File: src/rtl/vga_pixel_fetch.sv
// Pixel fetch stage behind the VGA timing generator: prefetches RGB565 words
// over a single-outstanding read bus into a FIFO and streams them out with syncs aligned.
module vga_pixel_fetch #(
  parameter int ADDR_WIDTH = 18,
  parameter int FIFO_DEPTH = 16
) (
  input  logic                  i_clk,
  input  logic                  i_reset,
  input  logic                  i_visible,
  input  logic                  i_hSync,
  input  logic                  i_vSync,
  input  logic                  i_inth,
  input  logic                  i_intv,
  input  logic [ADDR_WIDTH-1:0] i_fbBase,
  input  logic [ADDR_WIDTH-1:0] i_frameWords,
  input  logic                  i_clrUnderflow,
  output logic [ADDR_WIDTH-1:0] o_addr,
  output logic                  o_rd,
  input  logic [15:0]           i_data,
  input  logic                  i_ack,
  output logic [4:0]            o_r,
  output logic [5:0]            o_g,
  output logic [4:0]            o_b,
  output logic                  o_de,
  output logic                  o_hSync,
  output logic                  o_vSync,
  output logic                  o_underflow
);

  localparam int PTR_W = $clog2(FIFO_DEPTH);
  localparam logic [PTR_W:0] DEPTH_CNT = (PTR_W + 1)'(FIFO_DEPTH);

  typedef enum logic [1:0] {
    IDLE    = 2'd0,
    REQ     = 2'd1,
    DISCARD = 2'd2
  } fetchState_t;

  fetchState_t           state;
  fetchState_t           stateNext;
  logic                  rdReg;
  logic [ADDR_WIDTH-1:0] busAddr;
  logic [ADDR_WIDTH-1:0] fetchAddr;
  logic [ADDR_WIDTH-1:0] fetched;
  logic                  pushEn;

  logic [15:0]           mem [FIFO_DEPTH];
  logic [PTR_W-1:0]      wrPtr;
  logic [PTR_W-1:0]      rdPtr;
  logic [PTR_W:0]        fifoCount;

  logic [15:0]           pixReg;
  logic                  deReg;
  logic                  hSyncReg;
  logic                  vSyncReg;
  logic                  underflowReg;

  logic                  frameStart;
  logic                  fifoEmpty;
  logic                  popEn;

  assign frameStart = i_inth && i_intv;
  assign fifoEmpty  = (fifoCount == '0);
  assign popEn      = i_visible && !fifoEmpty && !frameStart;

  // Fetch FSM next-state decode; a frame start turns any in-flight read into a discard.
  always_comb begin
    stateNext = state;
    pushEn    = 1'b0;
    case (state)
      IDLE: begin
        if (!frameStart && (fetched < i_frameWords) && (fifoCount < DEPTH_CNT)) begin
          stateNext = REQ;
        end else begin
          stateNext = IDLE;
        end
      end
      REQ: begin
        if (i_ack) begin
          stateNext = IDLE;
          pushEn    = !frameStart;
        end else if (frameStart) begin
          stateNext = DISCARD;
        end else begin
          stateNext = REQ;
        end
      end
      DISCARD: begin
        if (i_ack) begin
          stateNext = IDLE;
        end else begin
          stateNext = DISCARD;
        end
      end
      default: begin
        stateNext = IDLE;
      end
    endcase
  end

  // Fetch state, bus request and address bookkeeping; o_addr only loads when a request starts.
  always_ff @(posedge i_clk) begin
    if (i_reset) begin
      state     <= IDLE;
      rdReg     <= 1'b0;
      busAddr   <= i_fbBase;
      fetchAddr <= i_fbBase;
      fetched   <= '0;
    end else begin
      state <= stateNext;
      rdReg <= (stateNext != IDLE);
      if ((state == IDLE) && (stateNext == REQ)) begin
        busAddr <= fetchAddr;
      end
      if (frameStart) begin
        fetchAddr <= i_fbBase;
        fetched   <= '0;
      end else if (pushEn) begin
        fetchAddr <= fetchAddr + ADDR_WIDTH'(1);
        fetched   <= fetched + ADDR_WIDTH'(1);
      end
    end
  end

  // FIFO storage; no reset needed since occupancy is tracked by the pointers.
  always_ff @(posedge i_clk) begin
    if (pushEn) begin
      mem[wrPtr] <= i_data;
    end
  end

  // FIFO pointers and occupancy, flushed on frame start.
  always_ff @(posedge i_clk) begin
    if (i_reset || frameStart) begin
      wrPtr     <= '0;
      rdPtr     <= '0;
      fifoCount <= '0;
    end else begin
      if (pushEn) begin
        wrPtr <= wrPtr + PTR_W'(1);
      end
      if (popEn) begin
        rdPtr <= rdPtr + PTR_W'(1);
      end
      case ({pushEn, popEn})
        2'b10:   fifoCount <= fifoCount + (PTR_W + 1)'(1);
        2'b01:   fifoCount <= fifoCount - (PTR_W + 1)'(1);
        default: fifoCount <= fifoCount;
      endcase
    end
  end

  // Pixel output stage and sticky underflow; setting takes priority over clearing.
  always_ff @(posedge i_clk) begin
    if (i_reset) begin
      pixReg       <= 16'h0000;
      deReg        <= 1'b0;
      underflowReg <= 1'b0;
    end else begin
      deReg  <= i_visible;
      pixReg <= popEn ? mem[rdPtr] : 16'h0000;
      if (i_visible && fifoEmpty) begin
        underflowReg <= 1'b1;
      end else if (i_clrUnderflow) begin
        underflowReg <= 1'b0;
      end
    end
  end

  // Sync delay matching the one-cycle colour pipeline, also during reset.
  always_ff @(posedge i_clk) begin
    hSyncReg <= i_hSync;
    vSyncReg <= i_vSync;
  end

  assign o_rd        = rdReg;
  assign o_addr      = busAddr;
  assign o_r         = pixReg[15:11];
  assign o_g         = pixReg[10:5];
  assign o_b         = pixReg[4:0];
  assign o_de        = deReg;
  assign o_hSync     = hSyncReg;
  assign o_vSync     = vSyncReg;
  assign o_underflow = underflowReg;

endmodule

File: config.mk
export PLATFORM = sky130hd
export DESIGN_NAME = vga_pixel_fetch
export DESIGN_NICKNAME = d
export VERILOG_FILES = /design/src/rtl/vga_pixel_fetch.sv
export SDC_FILE = /design/constraint.sdc
export NUM_CORES = 1
export LEC_CHECK = 0
export CORE_UTILIZATION = 45
export DETAILED_ROUTE_END_ITERATION = 10
export MAX_ROUTING_LAYER = met4
export PLACE_DENSITY = 0.66
export SLEW_MARGIN = 20
export SYNTH_ARGS = -nofsm -noshare
export SYNTH_HDL_FRONTEND = slang
export SYNTH_SLANG_ARGS = --single-unit
export TNS_END_PERCENT = 10
File: constraint.sdc
create_clock -name i_clk -period 3 [get_ports i_clk]
set_input_delay 0.45 -clock i_clk [delete_from_list [all_inputs] [get_ports i_clk]]
set_output_delay 0.45 -clock i_clk [all_outputs]
set_load 0.05 [all_outputs]
==> reports/results.tsv, run 1 <==
metric	value	unit
outcome	complete, no violations	
synth_cell_type_count	50	
crit_slowest_cell	or4_4	
min_delay_path_depth	1	
multiInputGateArea	4124	um^2
overflow	0	
leakage	0.005744	uW
cts_root_buffer	clkbuf_16	
cts_buffer_depth	3	
comb_power_share	6.6	%
tightest_slew	823.3	ps
yosys-top-cells-count	292 x edfxtp_1, 54 x dfxtp_1, 53 x nor2_1	
crit_path_start_kind	register	
yosys.area.top_type_share	61.13	%
p_int	8244	uW
portBuffers	99	
hp-class	in -> reg	
seqCellArea	9856	um^2
totalPowerFinal	10470	uW
switching_share	21.24	%
pwr-share-clk	42.0	%
grt_pass1_wl	46210	um
worstPathRequired	3450	ps
vdd_drop_max	514.8	uV
hold_viol	0	
rsz0062_at_grt	false	
fin_skew	22.10	ps
core_region_area	31470	um^2
synth_area	14350	um^2
diodes	0	
yosysMostFrequentCell	edfxtp_1	
dieArea	32600	um^2
critPathKind	reg -> reg	
h-tree-depth	2	
r2r_cells	10	
start_util	45.58	%
fin_tns_setup	0	ps
synthFlopType	edfxtp_1	
cts_tree	done	
drive_gt1_share	18.79	%
drtAntennaViolNets	0	
ys_seq_elements	346	
setup-violations-final	0	
clk_pin_slew_worst_paths	60	ps
grt_pass1_vias	7985	
antenna_found_initial	0	
clkLatencyLatePin	520	ps
hold_start	i_hSync	
grtUsageTotal	19.20	%
routed_wl	29350	um
crit_chain	or4_4 -> o21ai_4 -> nor2_1 -> ha_1 -> ha_1 -> nor2b_1 -> o21ai_0 -> a21oi_1 -> or4_1 -> a21oi_1	
num-fill-cells	2469	
ys_async_sr_fraction	0	%
pin_count	100	
critPathLaunch	fifoCount[0]$_SDFFE_PP0P_	
finalCritPeriodShare	92.82	%
drtIter0Drc	718	
synth-warning-count	0	
crit_buf_inv	0	
layout.nets	1084	
ctsHoldBuffers	0	
hpwl	18150	um
power.density	608.6	nW/um^2
area_growth	19.89	%
fin_util	54.64	%
drcViolationCount	0	
period_minus_slack	2785	ps
timing.rr.start	fifoCount[0]$_SDFFE_PP0P_	
maxSlewHeadroom	45.04	%
drtPass1Iterations	5	
seq_power_share	51.4	%
max_stage_delay	580	ps
synth_edf_count	292	
crit_path_max_fanout	4	
grt_max_degree	38	
rows	65	
die_y	180.5	um
cts-resized-gates	0	
max_freq	359.1	MHz
yosysSeqAreaShare	68.66	%
num_vias	7717	
crit_arrival	3230	ps
p_switching	2223	uW
cts_buffers	37	
die_x	180.5	um
postCtsSetupBuffers	0	
syn_nets	937	
drv_cap	0	
post-place-cells	1357	
cts.sinks	346	
final_cells	1424	
globalplace.congestion	0.8542	
end_kind	register	
yosysTopAreaCell	edfxtp_1	
critical-path-top-delay-family	simple AND/OR/NAND/NOR gates	
vias_per_cell	5.419	
drv_slew	0	
hold_end	o_hSync$_DFF_P_	
yosys-top-cells-area	edfxtp_1 61%, dfxtp_1 7.5%, mux4_2 7.4%, mux4_1 3.1%, ha_1 2.4%	
regToRegSetupSlack	220	ps
rr_endpoint	fifoCount[4]$_SDFFE_PP0P_	
routedWlPerCell	20.61	um
netlist_instances	847	
synth_area_per_cell	16.94	um^2
==> layer usage <==
metal  vias up  GRT usage (%)  routed length, um
met4         0          5.128                564
li1       3599              -                  -
met3        49          3.011               1300
met2       194          32.39              14780
met1      3875          24.17              12710
met5         -              -                  0
==> power by group through the flow <==
| stage | logic (uW) | registers, uW | clock network (uW) |
|---|---|---|---|
| 2_1_floorplan | 277 | 5610 | 0 |
| 3_3_place_gp | 687 | 5480 | 0 |
| 3_5_place_dp | 697 | 5480 | 0 |
| 4_1_cts | 702 | 5380 | 4480 |
| 5_1_grt | 749 | 5390 | 4680 |
| 6_report | 694 | 5380 | 4390 |
==> final cells by class <==
class	instances	share of cell area [%]
Multi-Input combinational cell	433	23.98
Inverter	27	0.5893
Sequential cell	346	57.31
Tap cell	402	2.925
Clock inverter	14	0.9021
Clock buffer	53	5.915
Timing Repair Buffer	149	8.381
==> flip-flops by register name, indices dropped and copies added (netlist names), 2 cells and up <==
| register | flops |
|---|---|
| fetched | 18 |
| fetchAddr | 18 |
| fifoCount | 5 |
| mem | 256 |
| state | 2 |
| rdPtr | 4 |
| o_addr | 18 |
| wrPtr | 4 |
| pixReg | 16 |
==> through the flow <==
stage                     instance area, um^2  worst slack, ps  hold WS, ps
after floorplan                         14350            225.3        477.7
after global placement                  16030            41.69        506.9
after detailed placement                16030            28.03        522.2
after CTS                               17200            238.0        371.5
after global routing                    17200            66.88        376.7
final                                   17200            215.3        386.7
==> kinds of logic (layout without fill, tap and decap cells) <==
logic type               Yosys count  in the layout  share of synthesized area, %
AO/OA/AOI/OAI                     83             83                         3.759
XOR/XNOR                          41             41                         2.503
adder cells (fa/ha/maj)           29             29                         2.582
buffers and inverters             68            243                         2.887
flip-flops                       346            346                         68.66
multiplexers                      99             99                         13.08
AND/OR/NAND/NOR                  181            181                         6.524
==> placed cells by master (no fill, tap or decap), types with 11 or more instances in the layout <==
cell / n
a211oi_1: 32
a21oi_1: 17
buf_4: 44
clkbuf_1: 14
clkbuf_16: 38
clkdlybuf4s50_1: 99
dfxtp_1: 51
edfxtp_1: 292
ha_1: 28
inv_1: 27
mux2_2: 17
mux2i_1: 18
mux4_1: 17
mux4_2: 47
nand2_1: 44
nand3_1: 20
nand4_1: 11
nor2_1: 47
nor2b_1: 12
o21ai_0: 23
xnor2_1: 13
xor2_1: 28
==> how the worst max path moves through the flow <==
stage	end	slack, ps	cells past startpoint
final	fifoCount[4]$_SDFFE_PP0P_	220	10
after global routing	fifoCount[4]$_SDFFE_PP0P_	70	10
after CTS	fifoCount[4]$_SDFFE_PP0P_	240	10
after detailed placement	fifoCount[4]$_SDFFE_PP0P_	30	12
after global placement	fifoCount[4]$_SDFFE_PP0P_	40	12
after floorplan	mem[3][0]$_DFFE_PP_	230	5
(Power assumes the default switching activity.)
==> inputs of run 2 (changes only) <==
--- a/config.mk
+++ b/config.mk
@@ -7,6 +7,7 @@
 export LEC_CHECK = 0
 export CORE_UTILIZATION = 45
 export DETAILED_ROUTE_END_ITERATION = 10
+export GPL_TIMING_DRIVEN = 0
 export MAX_ROUTING_LAYER = met4
 export PLACE_DENSITY = 0.66
 export SLEW_MARGIN = 20
==> reports/results.tsv, run 2 (synthesis results as in run 1) <==
metric	value	unit
outcome	complete, no violations	
comb_power_share	6.6	%
cts_buffers	37	
overflow	0	
start_util	45.58	%
fin_util	55.46	%
portBuffers	97	
drcViolationCount	0	
hold_viol	0	
switching_share	21.87	%
h-tree-depth	2	
crit_slowest_cell	or4_4	
crit_chain	or4_4 -> o21ai_4 -> nor2_1 -> ha_1 -> ha_1 -> nor2b_2 -> o21ai_1 -> a21oi_1 -> or4_1 -> a21oi_1	
max_stage_delay	580	ps
area_growth	21.69	%
cts_root_buffer	clkbuf_16	
drv_cap	0	
p_int	8490	uW
crit_path_start_kind	register	
regMostFlops	mem	
die_x	180.5	um
num_vias	7870	
post-place-cells	1367	
clkLatencyLatePin	530	ps
critical-path-top-delay-family	simple AND/OR/NAND/NOR gates	
period_minus_slack	2832	ps
cts.sinks	346	
hp-class	in -> reg	
routedWlPerCell	21.08	um
mostFrequentLayoutCells	292 x edfxtp_1, 97 x clkdlybuf4s50_1, 54 x dfxtp_1, 47 x mux4_2, 45 x nand2_1	
layout_commonest_cell	edfxtp_1	
die_y	180.5	um
fin_tns_setup	0	ps
largest_register_ffs	256	
drtPass1Iterations	5	
antenna_found_initial	0	
ctsHoldBuffers	0	
crit_path_max_fanout	4	
grt_pass1_wl	46890	um
setup-violations-final	0	
rows	65	
cp.depth	10	
vias_per_cell	5.481	
grt_max_degree	19	
max_freq	353.2	MHz
grtUsageTotal	19.57	%
layout.nets	1095	
vdd_drop_max	500.8	uV
p_switching	2377	uW
drive_gt1_share	19.92	%
drtAntennaViolNets	0	
tightest_slew	829.3	ps
core_region_area	31470	um^2
min_delay_path_depth	2	
globalplace.congestion	0.8253	
crit_arrival	3280	ps
maxSlewHeadroom	44.58	%
diodes	0	
power.density	622.5	nW/um^2
critPathKind	reg -> reg	
cts_buffer_depth	3	
dieArea	32600	um^2
rsz0062_at_grt	false	
fin_skew	13.96	ps
end_kind	register	
pwr-share-clk	44.0	%
seq_power_share	49.5	%
pin_count	100	
drv_slew	0	
hpwl	20740	um
final_cells	1436	
routed_wl	30270	um
clk_pin_slew_worst_paths	60	ps
drtIter0Drc	510	
leakage	0.005837	uW
r2r_cells	10	
worstPathRequired	3450	ps
grt_pass1_vias	8033	
cts_tree	done	
finalCritPeriodShare	94.38	%
num-fill-cells	2434	
crit_buf_inv	0	
## run 2: cell types whose count changed in the layout (fill, tap and decap cells not counted), moves of 6 or more
| cell | before | now |
|---|---|---|
| buf_8 | 0 | 12 |
| clkbuf_1 | 14 | 21 |
| nor2_2 | 6 | 13 |
| nor2_1 | 47 | 40 |
| clkbuf_8 | 1 | 7 |
| buf_4 | 44 | 7 |
| buf_6 | 0 | 15 |
| buf_12 | 6 | 0 |
| buf_2 | 0 | 7 |
## run 2: final timing paths
| check | start | to | slack (ps) |
|---|---|---|---|
| worst min-delay path | i_ack | state[1]$_SDFF_PP0_ | 210 |
| worst max register to register | fifoCount[0]$_SDFFE_PP0P_ | fifoCount[4]$_SDFFE_PP0P_ | 170 |
| worst max-delay path | fifoCount[0]$_SDFFE_PP0P_ | fifoCount[4]$_SDFFE_PP0P_ | 170 |
| worst min register to register | fetched[17]$_SDFFE_PP0P_ | fetched[17]$_SDFFE_PP0P_ | 520 |
## run 2: timing repair
action | 4_1_cts | 5_1_grt
setup buffers | 0 | 1
endpoints found under the setup margin | 0 | 1
resized for setup | 0 | 3
## run 2: per-stage QoR
stage	setup WS, ps	hold WS [ps]	power [uW]	instance area, um^2
2_1_floorplan	225.3	477.7	5884	14350
3_3_place_gp	-1655	500.6	6170	15820
3_5_place_dp	-488.0	508.9	6193	16140
4_1_cts	30.04	199.8	10950	17440
5_1_grt	28.62	225.4	11180	17460
6_report	168.5	209.1	10870	17460
## run 2: power by group through the flow
stage	logic, uW	clock network (uW)	registers [uW]
3_3_place_gp	695	0	5470
6_report	714	4780	5380
5_1_grt	767	5030	5380
3_5_place_dp	715	0	5480
4_1_cts	720	4850	5380
2_1_floorplan	277	0	5610
## run 2: cell type report
class	count	area (um^2)	share of cell area, %
Clock buffer	50	1101	6.307
Clock inverter	18	205.2	1.175
Sequential cell	346	9849	56.42
Tap cell	402	503.0	2.881
Timing Repair Buffer	119	1234	7.067
Buffer	41	312.8	1.792
Inverter	27	101.3	0.5806
Multi-Input combinational cell	433	4150	23.77
## run 2: routing by layer
layer  GRT usage, %  part of all wire (%)  vias up
met5              -                     0        -
met2          31.41                    48      228
met1          25.88                    45     3972
met4          6.222                   2.4        0
met3          2.789                   4.8       51
li1               -                     -     3619
## run 2: worst register-to-register path, stage by stage, from the launching register on
cell	delay, ps
dfxtp_1	340
or4_4	580
o21ai_4	180
nor2_1	70
ha_1	240
ha_1	320
nor2b_2	170
o21ai_1	150
a21oi_1	100
or4_1	460
a21oi_1	140
